File: src/rtl/seg_scan_pkg.sv
// ============================================================================
// Module : seg_scan_pkg
// Brief  : Shared constants and helpers for the seven-segment scan path.
// Rev    : 1.0  initial release
// ============================================================================
`default_nettype none

package seg_scan_pkg;

    localparam int DIGIT_W_DEF = 4;
    localparam int MAX_DIGITS  = 32;
    localparam logic [MAX_DIGITS-1:0] ANODE_OFF = '1;

    function automatic int clog2(input int value);
        int r;
        int v;
        r = 0;
        v = value - 1;
        while (v > 0) begin
            r = r + 1;
            v = v >> 1;
        end
        return r;
    endfunction

endpackage

`default_nettype wire

File: src/rtl/scan_prescaler.sv
// ============================================================================
// Module : scan_prescaler
// Brief  : Refresh-rate counter; tick marks the last clk of each digit slot.
// Rev    : 1.0  initial release
// ============================================================================
`default_nettype none

module scan_prescaler
    import seg_scan_pkg::*;
#(
    parameter int PRESCALE = 25000
) (
    input  logic clk,
    input  logic reset_n,
    input  logic enable,
    output logic tick
);

    localparam int c_CNT_W = (PRESCALE > 1) ? clog2(PRESCALE) : 1;
    localparam logic [c_CNT_W-1:0] c_LAST = c_CNT_W'(PRESCALE - 1);

    logic [c_CNT_W-1:0] cnt_q;
    logic [c_CNT_W-1:0] cnt_d;

    // Combinational so the index advances on the same edge the count wraps.
    assign tick = enable && (cnt_q == c_LAST);

    always_comb begin
        cnt_d = cnt_q;
        if (tick) begin
            cnt_d = '0;
        end else if (enable) begin
            cnt_d = cnt_q + c_CNT_W'(1);
        end
    end

    always_ff @(posedge clk or negedge reset_n) begin
        if (!reset_n) begin
            cnt_q <= '0;
        end else begin
            cnt_q <= cnt_d;
        end
    end

endmodule

`default_nettype wire

File: src/rtl/digit_scan_mux.sv
// ============================================================================
// Module : digit_scan_mux
// Brief  : Time-multiplexed digit scanner with snapshot, blanking and enable.
// Rev    : 1.0  initial release
// ============================================================================
`default_nettype none

module digit_scan_mux
    import seg_scan_pkg::*;
#(
    parameter  int NUM_DIGITS = 4,
    parameter  int DIGIT_W    = DIGIT_W_DEF,
    parameter  int PRESCALE   = 25000,
    localparam int SEL_W      = clog2(NUM_DIGITS)
) (
    input  logic                          clk,
    input  logic                          reset_n,
    input  logic [NUM_DIGITS*DIGIT_W-1:0] data_in,
    input  logic                          load,
    input  logic [NUM_DIGITS-1:0]         blank_mask,
    input  logic                          enable,
    output logic [DIGIT_W-1:0]            digit_out,
    output logic [NUM_DIGITS-1:0]         anode_n,
    output logic [SEL_W-1:0]              digit_idx,
    output logic                          scan_tick
);

    localparam logic [SEL_W-1:0] c_LAST_IDX = SEL_W'(NUM_DIGITS - 1);

    logic                          w_tick;
    logic [SEL_W-1:0]              idx_q;
    logic [SEL_W-1:0]              idx_d;
    logic [NUM_DIGITS*DIGIT_W-1:0] snap_q;
    logic [NUM_DIGITS*DIGIT_W-1:0] snap_d;
    logic [DIGIT_W-1:0]            digit_out_q;
    logic [DIGIT_W-1:0]            digit_out_d;
    logic [NUM_DIGITS-1:0]         anode_n_q;
    logic [NUM_DIGITS-1:0]         anode_n_d;
    logic [SEL_W-1:0]              digit_idx_q;
    logic                          scan_tick_q;

    scan_prescaler #(
        .PRESCALE (PRESCALE)
    ) u_prescaler (
        .clk     (clk),
        .reset_n (reset_n),
        .enable  (enable),
        .tick    (w_tick)
    );

    // Explicit wrap keeps non-power-of-two digit counts from visiting unused indices.
    always_comb begin
        idx_d = idx_q;
        if (w_tick) begin
            idx_d = (idx_q == c_LAST_IDX) ? '0 : idx_q + SEL_W'(1);
        end
    end

    assign snap_d = load ? data_in : snap_q;

    // At most one anode can match idx_q, so the vector is one-hot or all dark.
    always_comb begin
        anode_n_d   = ANODE_OFF[NUM_DIGITS-1:0];
        digit_out_d = '0;
        for (int k = 0; k < NUM_DIGITS; k++) begin
            if ((idx_q == SEL_W'(k)) && enable && !blank_mask[k]) begin
                anode_n_d[k] = 1'b0;
                digit_out_d  = snap_q[k*DIGIT_W +: DIGIT_W];
            end
        end
    end

    always_ff @(posedge clk or negedge reset_n) begin
        if (!reset_n) begin
            idx_q       <= '0;
            snap_q      <= '0;
            digit_out_q <= '0;
            anode_n_q   <= ANODE_OFF[NUM_DIGITS-1:0];
            digit_idx_q <= '0;
            scan_tick_q <= 1'b0;
        end else begin
            idx_q       <= idx_d;
            snap_q      <= snap_d;
            digit_out_q <= digit_out_d;
            anode_n_q   <= anode_n_d;
            digit_idx_q <= idx_q;
            scan_tick_q <= w_tick;
        end
    end

    assign digit_out = digit_out_q;
    assign anode_n   = anode_n_q;
    assign digit_idx = digit_idx_q;
    assign scan_tick = scan_tick_q;

endmodule

`default_nettype wire

File: config.mk
export PLATFORM = sky130hd
export DESIGN_NAME = digit_scan_mux
export DESIGN_NICKNAME = d
export VERILOG_FILES = /design/src/rtl/seg_scan_pkg.sv /design/src/rtl/scan_prescaler.sv /design/src/rtl/digit_scan_mux.sv
export SDC_FILE = /design/constraint.sdc
export NUM_CORES = 1
export LEC_CHECK = 0
export BUFFER_PORTS_ARGS = -buffer_cell sky130_fd_sc_hd__buf_2
export CAP_MARGIN = 40
export CORE_ASPECT_RATIO = 0.8
export CORE_MARGIN = 3
export CORE_UTILIZATION = 57
export CTS_BUF_LIST = sky130_fd_sc_hd__clkbuf_4 sky130_fd_sc_hd__clkbuf_8
export CTS_CLUSTER_DIAMETER = 40
export DETAILED_ROUTE_END_ITERATION = 8
export HOLD_SLACK_MARGIN = 0.02
export PLACE_DENSITY_LB_ADDON = 0.15
export SYNTH_ARGS = -nofsm -noshare
export SYNTH_HDL_FRONTEND = slang
export SYNTH_SLANG_ARGS = --single-unit
File: constraint.sdc
create_clock -name clk -period 2.2 [get_ports clk]
set_input_delay 0.11 -clock clk [delete_from_list [all_inputs] [get_ports clk]]
set_output_delay 0.11 -clock clk [all_outputs]
set_load 0.005 [all_outputs]
Word-level counts from Yosys, hierarchy flattened
Cells that the tools add are included.
{ "totals": {"word_cells": 39, "output_inout_bits": 11, "ff_bits": 44, "in_bits": 24} }
{ "classes": {"eq_ne": 4, "add_sub_neg": 2, "n_reduce_logical": 15, "muxes": 11} }
{ "op_table": {"columns": ["operator", "n"], "rows": [
  ["$mux W15", 2],
  ["$mux W4", 4],
  ["$add A15 B1 Y15 const B", 1],
  ["$eq A15 B15 Y1 const B", 1],
  ["$logic_and A1 B1 Y1", 9],
  ["$eq A2 B2 Y1 const B", 2],
  ["$logic_not A1 Y1", 4],
  ["$mux W1", 4],
  ["$add A2 B1 Y2 const B", 1],
  ["$eq A2 B1 Y1 const B", 1],
  ["$logic_not A2 Y1", 1],
  ["$mux W2", 1],
  ["$reduce_bool A2 Y1", 1]
]} }

Logic depth before layout (Yosys ltp)
{ "depth": {"word_depth": 7, "depth_mapped": 6, "ltp_nobuf": 6} }

Hierarchy
Synthesis repeated with hierarchy kept, for this count alone.
{ "unflattened": {"cells_unflattened": 156, "hier_area_um2": 1931.9} }
{ "modules_own_cells": {"columns": ["module", "area_per_inst_um2", "cells_each", "seq_area_each_um2", "n_inst"], "rows": [
  ["digit_scan_mux", 1166.1, 87, 730.7, 1],
  ["scan_prescaler", 765.7, 69, 375.4, 1]
]} }

Worst setup path after synthesis
Ideal clock, no wire load.
{ "synth_path": {"path_kind": "register to register", "from": "register u_prescaler.cnt_q[11]", "to": "register idx_q[0]", "path_slack_ns": 0.520, "synth_period_minus_slack_ns": 1.680, "stages_incl_launch_ff": 5, "setup_ns": 0.125, "t_arrival_ns": 1.554, "path_buffers": 0, "required_time_ns": 2.075, "cell_sequence": "dfrtp_1 > nor4bb_1 > nand4_1 > nor3_4 > mux2_4"} }
{ "synth_via": {"elab_chain_len": 2} }
{ "synth_lines": {"columns": ["item", "line_no", "text"], "rows": [
  ["start, declared", "scan_prescaler.sv:22", "logic [c_CNT_W-1:0] cnt_q;"],
  ["start signal, assigned", "scan_prescaler.sv:41", "cnt_q <= cnt_d;"],
  ["$eq A15 B15 Y1", "scan_prescaler.sv:26", "assign tick = enable && (cnt_q == c_LAST);"],
  ["$logic_and A1 B1 Y1", "scan_prescaler.sv:26", null],
  ["named net u_prescaler.tick", "scan_prescaler.sv:16", "output logic tick"],
  ["end signal, assigned", "digit_scan_mux.sv:82", "idx_q <= idx_d;"],
  ["end, declared", "digit_scan_mux.sv:31", "logic [SEL_W-1:0] idx_q;"]
]} }
The timed path passes the listed nets, and every way through them passes these cells.
A chain may end at the register's enable or synchronous reset.

Worst setup path in the final report
{ "layout_path": {"from": "register u_prescaler.cnt_q[11]", "to": "register idx_q[1]"} }
The elaborated chain is that of the path after synthesis.

==> results list <==
* Number of remaining DRC errors: 0
- GRT Residual Overflow: 0
- Required time of the critical path: 2370 ps
* Worst Tran Pin Value: 615.5 ps
* Avg Cell Area, Syn: 12.46 um2
- Floorplan die height: 57.22 um
* Leakage: 1.019 nW
* Worst-path cell chain: nor4bb_1, nand4_1, nor3_4, mux2_4
- Headroom to the max-slew limit came out at 58.82%.
- The flow ran to the end, and the final reports show no timing, DRC or antenna violations.
* Via count of the routed design: 1253
- Buffers and inverters on the worst path: 0
- HP Class: in2reg
* Slowest CP cell: dfrtp_1
* Post-Syn Area: 1869 um2
* Count of buffers from port buffering: 34
- Cell internal power was estimated by the tool at 1.284 mW.
* Placed Instance Area: 2102 um2
- Total net switching power: 0.4155 mW
- Setup violations remaining at the end of the flow were counted as 0.
- The number of global-route vias before repair came to 1224.
- Share of the clock period used by the worst path after layout: 78.24%
- Critical path endpoint category: flop
- The first global-routing pass estimated 6016 um of wire.
- Setup total negative slack on the finished layout was measured at 0 ps.
- Critical path startpoint: u_prescaler.cnt_q[11]
* Highest Clock Rate: 0.5809 GHz
- Per report_power, the sequential group accounts for 56.7% of the total.
* Synthesized flop and latch total: 44
* Gate count of the mapped netlist: 150
- Clock buffer count from CTS: 5
- After detailed routing, the number of vias per cell comes to 5.448.
* Hold violation count in the final report: 0
- Startpoint type of the worst setup path: flop
- In the final routed layout, each cell accounts on average for 15.64 um.
- In this run the count of I/O pins placed on the die edge is 35.
- Number of antenna violations at the first check in global routing: 0
- Unrepaired setup endpoints after global routing: no
- The count of pins over their slew limit came to 0.
- The worst path needs 1721 ps of the cycle, external delays included.
- Number of iterations in the first detailed-routing pass: 4
- The tool flagged a number of max-cap violations equal to 0.
- The detail route stage leaves a number of antenna-violating nets equal to 0.
- Clk network pwr share: 32.3%
- In this design, the stage delay of the slowest critical-path cell is 440 ps.
- In this run, the number of DRC markers left after iteration 0 of detailed routing was 93.
- Ratio of total power to cell area: 766.9 nW/um2
* Switching Share: 24.45%
- TritonCTS built the clock tree.
* Number of sinks handled by clock tree synthesis: 44
* Worst Path Class, Setup: reg2reg
- For this block, the routed nets add up to 3597 um of wire.
* Routability cong.: 0.7550
- Final design instance area without fill: 2216 um2
* Gate family responsible for the most delay along the worst path: simple AND/OR/NAND/NOR gates
- Data on the critical path arrives at its endpoint at 1890 ps.
* Hold Crit Start: data_in[11]
- Hold timing on the final database bottoms out at a slack of 47.16 ps.
- After the last flow step, the layout net total stands at 220.
- Synthesis-to-layout area growth: 18.54%
- Pin count of the biggest net entering global routing: 31
- Area of the core: 2935 um2
- The post-route netlist has 34.90% of its cells at a drive strength greater than 1.
- Starting Density: 63.68%
* Maximum net fanout on the critical path: 5
- Clock tree synthesis selected as its root buffer the cell clkbuf_8.
- After legalization and detailed placement, the total HPWL measured 2766 um.
* Worst-case vdd ir drop: 515.7 uV
- Filler cell count: 190
- Worst skew pair latency: 290 ps
- Total global-route track usage: 19.41%
- The die is 70.03 um wide.
- Final antenna diode count: 0
* Final setup skew: 4.683 ps
* Worst setup slack before clock tree synthesis: 443.2 ps
- After floorplanning, the core was divided into 17 placement rows.
- Startpoint of the lowest-slack register-to-register path: u_prescaler.cnt_q[11]
- Setup slack closes at 478.7 ps.
- The setup check on the worst reg-to-reg path leaves a slack of 480 ps.
- Sequential elements use 59.17% of the synthesized area.
- Count of yosys warnings during synthesis: 0
- Synthesis instantiated 27 different standard cells from the library.
* Comb pwr share: 11.0%
- Max Root-Sink Buffers: 2
- When the netlist entered floorplanning its net count stood at 179.
* Area enclosed by the die boundary: 4007 um2
- After clock tree synthesis, the clock-pin slew on the worst setup and hold paths is 80 ps.
* H-tree levels: 2
what timing repair did:
action	4_1_cts	5_1_grt
endpoints found under the hold margin	13	0
setup endpoints to repair	0	0
hold buffers	1	0
setup buffers	0	0
gates resized for setup	0	0
per-layer routing:
| metal | routed length [um] | vias up | GRT usage (%) |
|---|---|---|---|
| met2 | 1609 | 45 | 27.86 |
| met4 | 33 | 0 | 4.918 |
| met5 | 0 | - | 0 |
| met1 | 1708 | 599 | 29.63 |
| li1 | - | 604 | - |
| met3 | 246 | 5 | 4.930 |
through the flow:
step / utilization [%] / cells / power [mW]
floorplan: - / 150 / 1.077
global placement: 70.93 / 220 / 1.143
detailed placement: 71.61 / 221 / 1.166
CTS: 75.49 / 230 / 1.711
global route: 75.49 / 230 / 1.785
finish: 75.49 / 230 / 1.699
final timing paths:
| path | cells past startpoint | to |
|---|---|---|
| hold / removal | 2 | snap_q[11] |
| max in group asynchronous | 3 | anode_n[3] |
| setup / recovery | 4 | idx_q[1] |
| hold reg to reg | 0 | digit_idx[1] |
| setup reg to reg | 4 | idx_q[1] |
| min in group asynchronous | 2 | u_prescaler.cnt_q[11] |
layout make-up:
class                   count  area (um2)  share of cell area, %
clock buffers               8       103.9                  4.687
inverters                   7       26.28                  1.186
multi-input cells          96       724.4                  32.69
flip-flops and latches     44        1106                  49.92
well taps                  38       47.55                  2.146
repair buffers             37       207.7                  9.373
state kept, by name (all words and copies together), names as in the netlist:
name / count
snap_q: 16
digit_idx: 2
anode_n: 4
idx_q: 2
scan_tick: 1
u_prescaler.cnt_q: 15
digit_out: 4
power by group through the flow:
stage / Clock [mW] / Sequential, mW / Combinational, mW
after floorplan: 0 / 0.957 / 0.119
after global placement: 0 / 0.971 / 0.172
after global routing: 0.600 / 0.975 / 0.210
after detailed placement: 0 / 0.978 / 0.189
after CTS: 0.558 / 0.963 / 0.190
final: 0.550 / 0.963 / 0.187
placed cells by master (no fill, tap or decap), drive strengths merged, types with 2 or more instances in the layout:
cell type | netlist | routed
ha | 5 | 5
nor4 | 2 | 2
o31ai | 5 | 5
nor3 | 4 | 4
nand4 | 6 | 6
clkbuf | 2 | 8
buf | 1 | 36
xor2 | 3 | 3
xnor2 | 10 | 10
nor2 | 17 | 17
dfrtp | 40 | 40
nand3 | 5 | 5
a221oi | 4 | 4
nand2 | 9 | 9
mux2 | 18 | 18
inv | 7 | 7
dfstp | 4 | 4
cells in the mapped netlist:
| cell type | n | area [um2] |
|---|---|---|
| a221oi_1 | 4 | 35.03 |
| nand3_1 | 5 | 25.02 |
| nand4_1 | 6 | 37.54 |
| mux2_4 | 2 | 30.03 |
| nor4bb_1 | 1 | 10.01 |
| xnor2_1 | 10 | 87.58 |
| mux2_2 | 16 | 180.2 |
| and3b_1 | 1 | 8.760 |
| nor3_4 | 1 | 16.27 |
| o31ai_1 | 5 | 37.54 |
| ha_1 | 5 | 62.56 |
| and2_1 | 1 | 6.260 |
| clkbuf_1 | 2 | 7.510 |
| nor2_1 | 17 | 63.81 |
| or3_1 | 1 | 6.260 |
| dfstp_2 | 4 | 105.1 |
| o22ai_1 | 1 | 6.260 |
| xor2_1 | 3 | 26.28 |
| mux2i_1 | 1 | 10.01 |
| buf_2 | 1 | 5.000 |
| dfrtp_1 | 40 | 1001 |
| nand3b_1 | 1 | 7.510 |
| inv_1 | 7 | 26.28 |
| nand2_1 | 9 | 33.78 |
| nor2b_1 | 1 | 6.260 |
| nor4_1 | 2 | 12.51 |
| nor3_1 | 3 | 15.01 |
logic make-up after synthesis:
kind of cell             count (synthesis)  synth area share, %
XOR/XNOR                                13                6.091
AO/OA/AOI/OAI                           10                4.217
adder cells (fa/ha/maj)                  5                3.347
AND/OR/NAND/NOR                         49                13.32
multiplexers                            19                11.78
flip-flops                              44                59.17
buffers and inverters                   10                2.075
No activity file was read; power rests on OpenSTA's default activity.
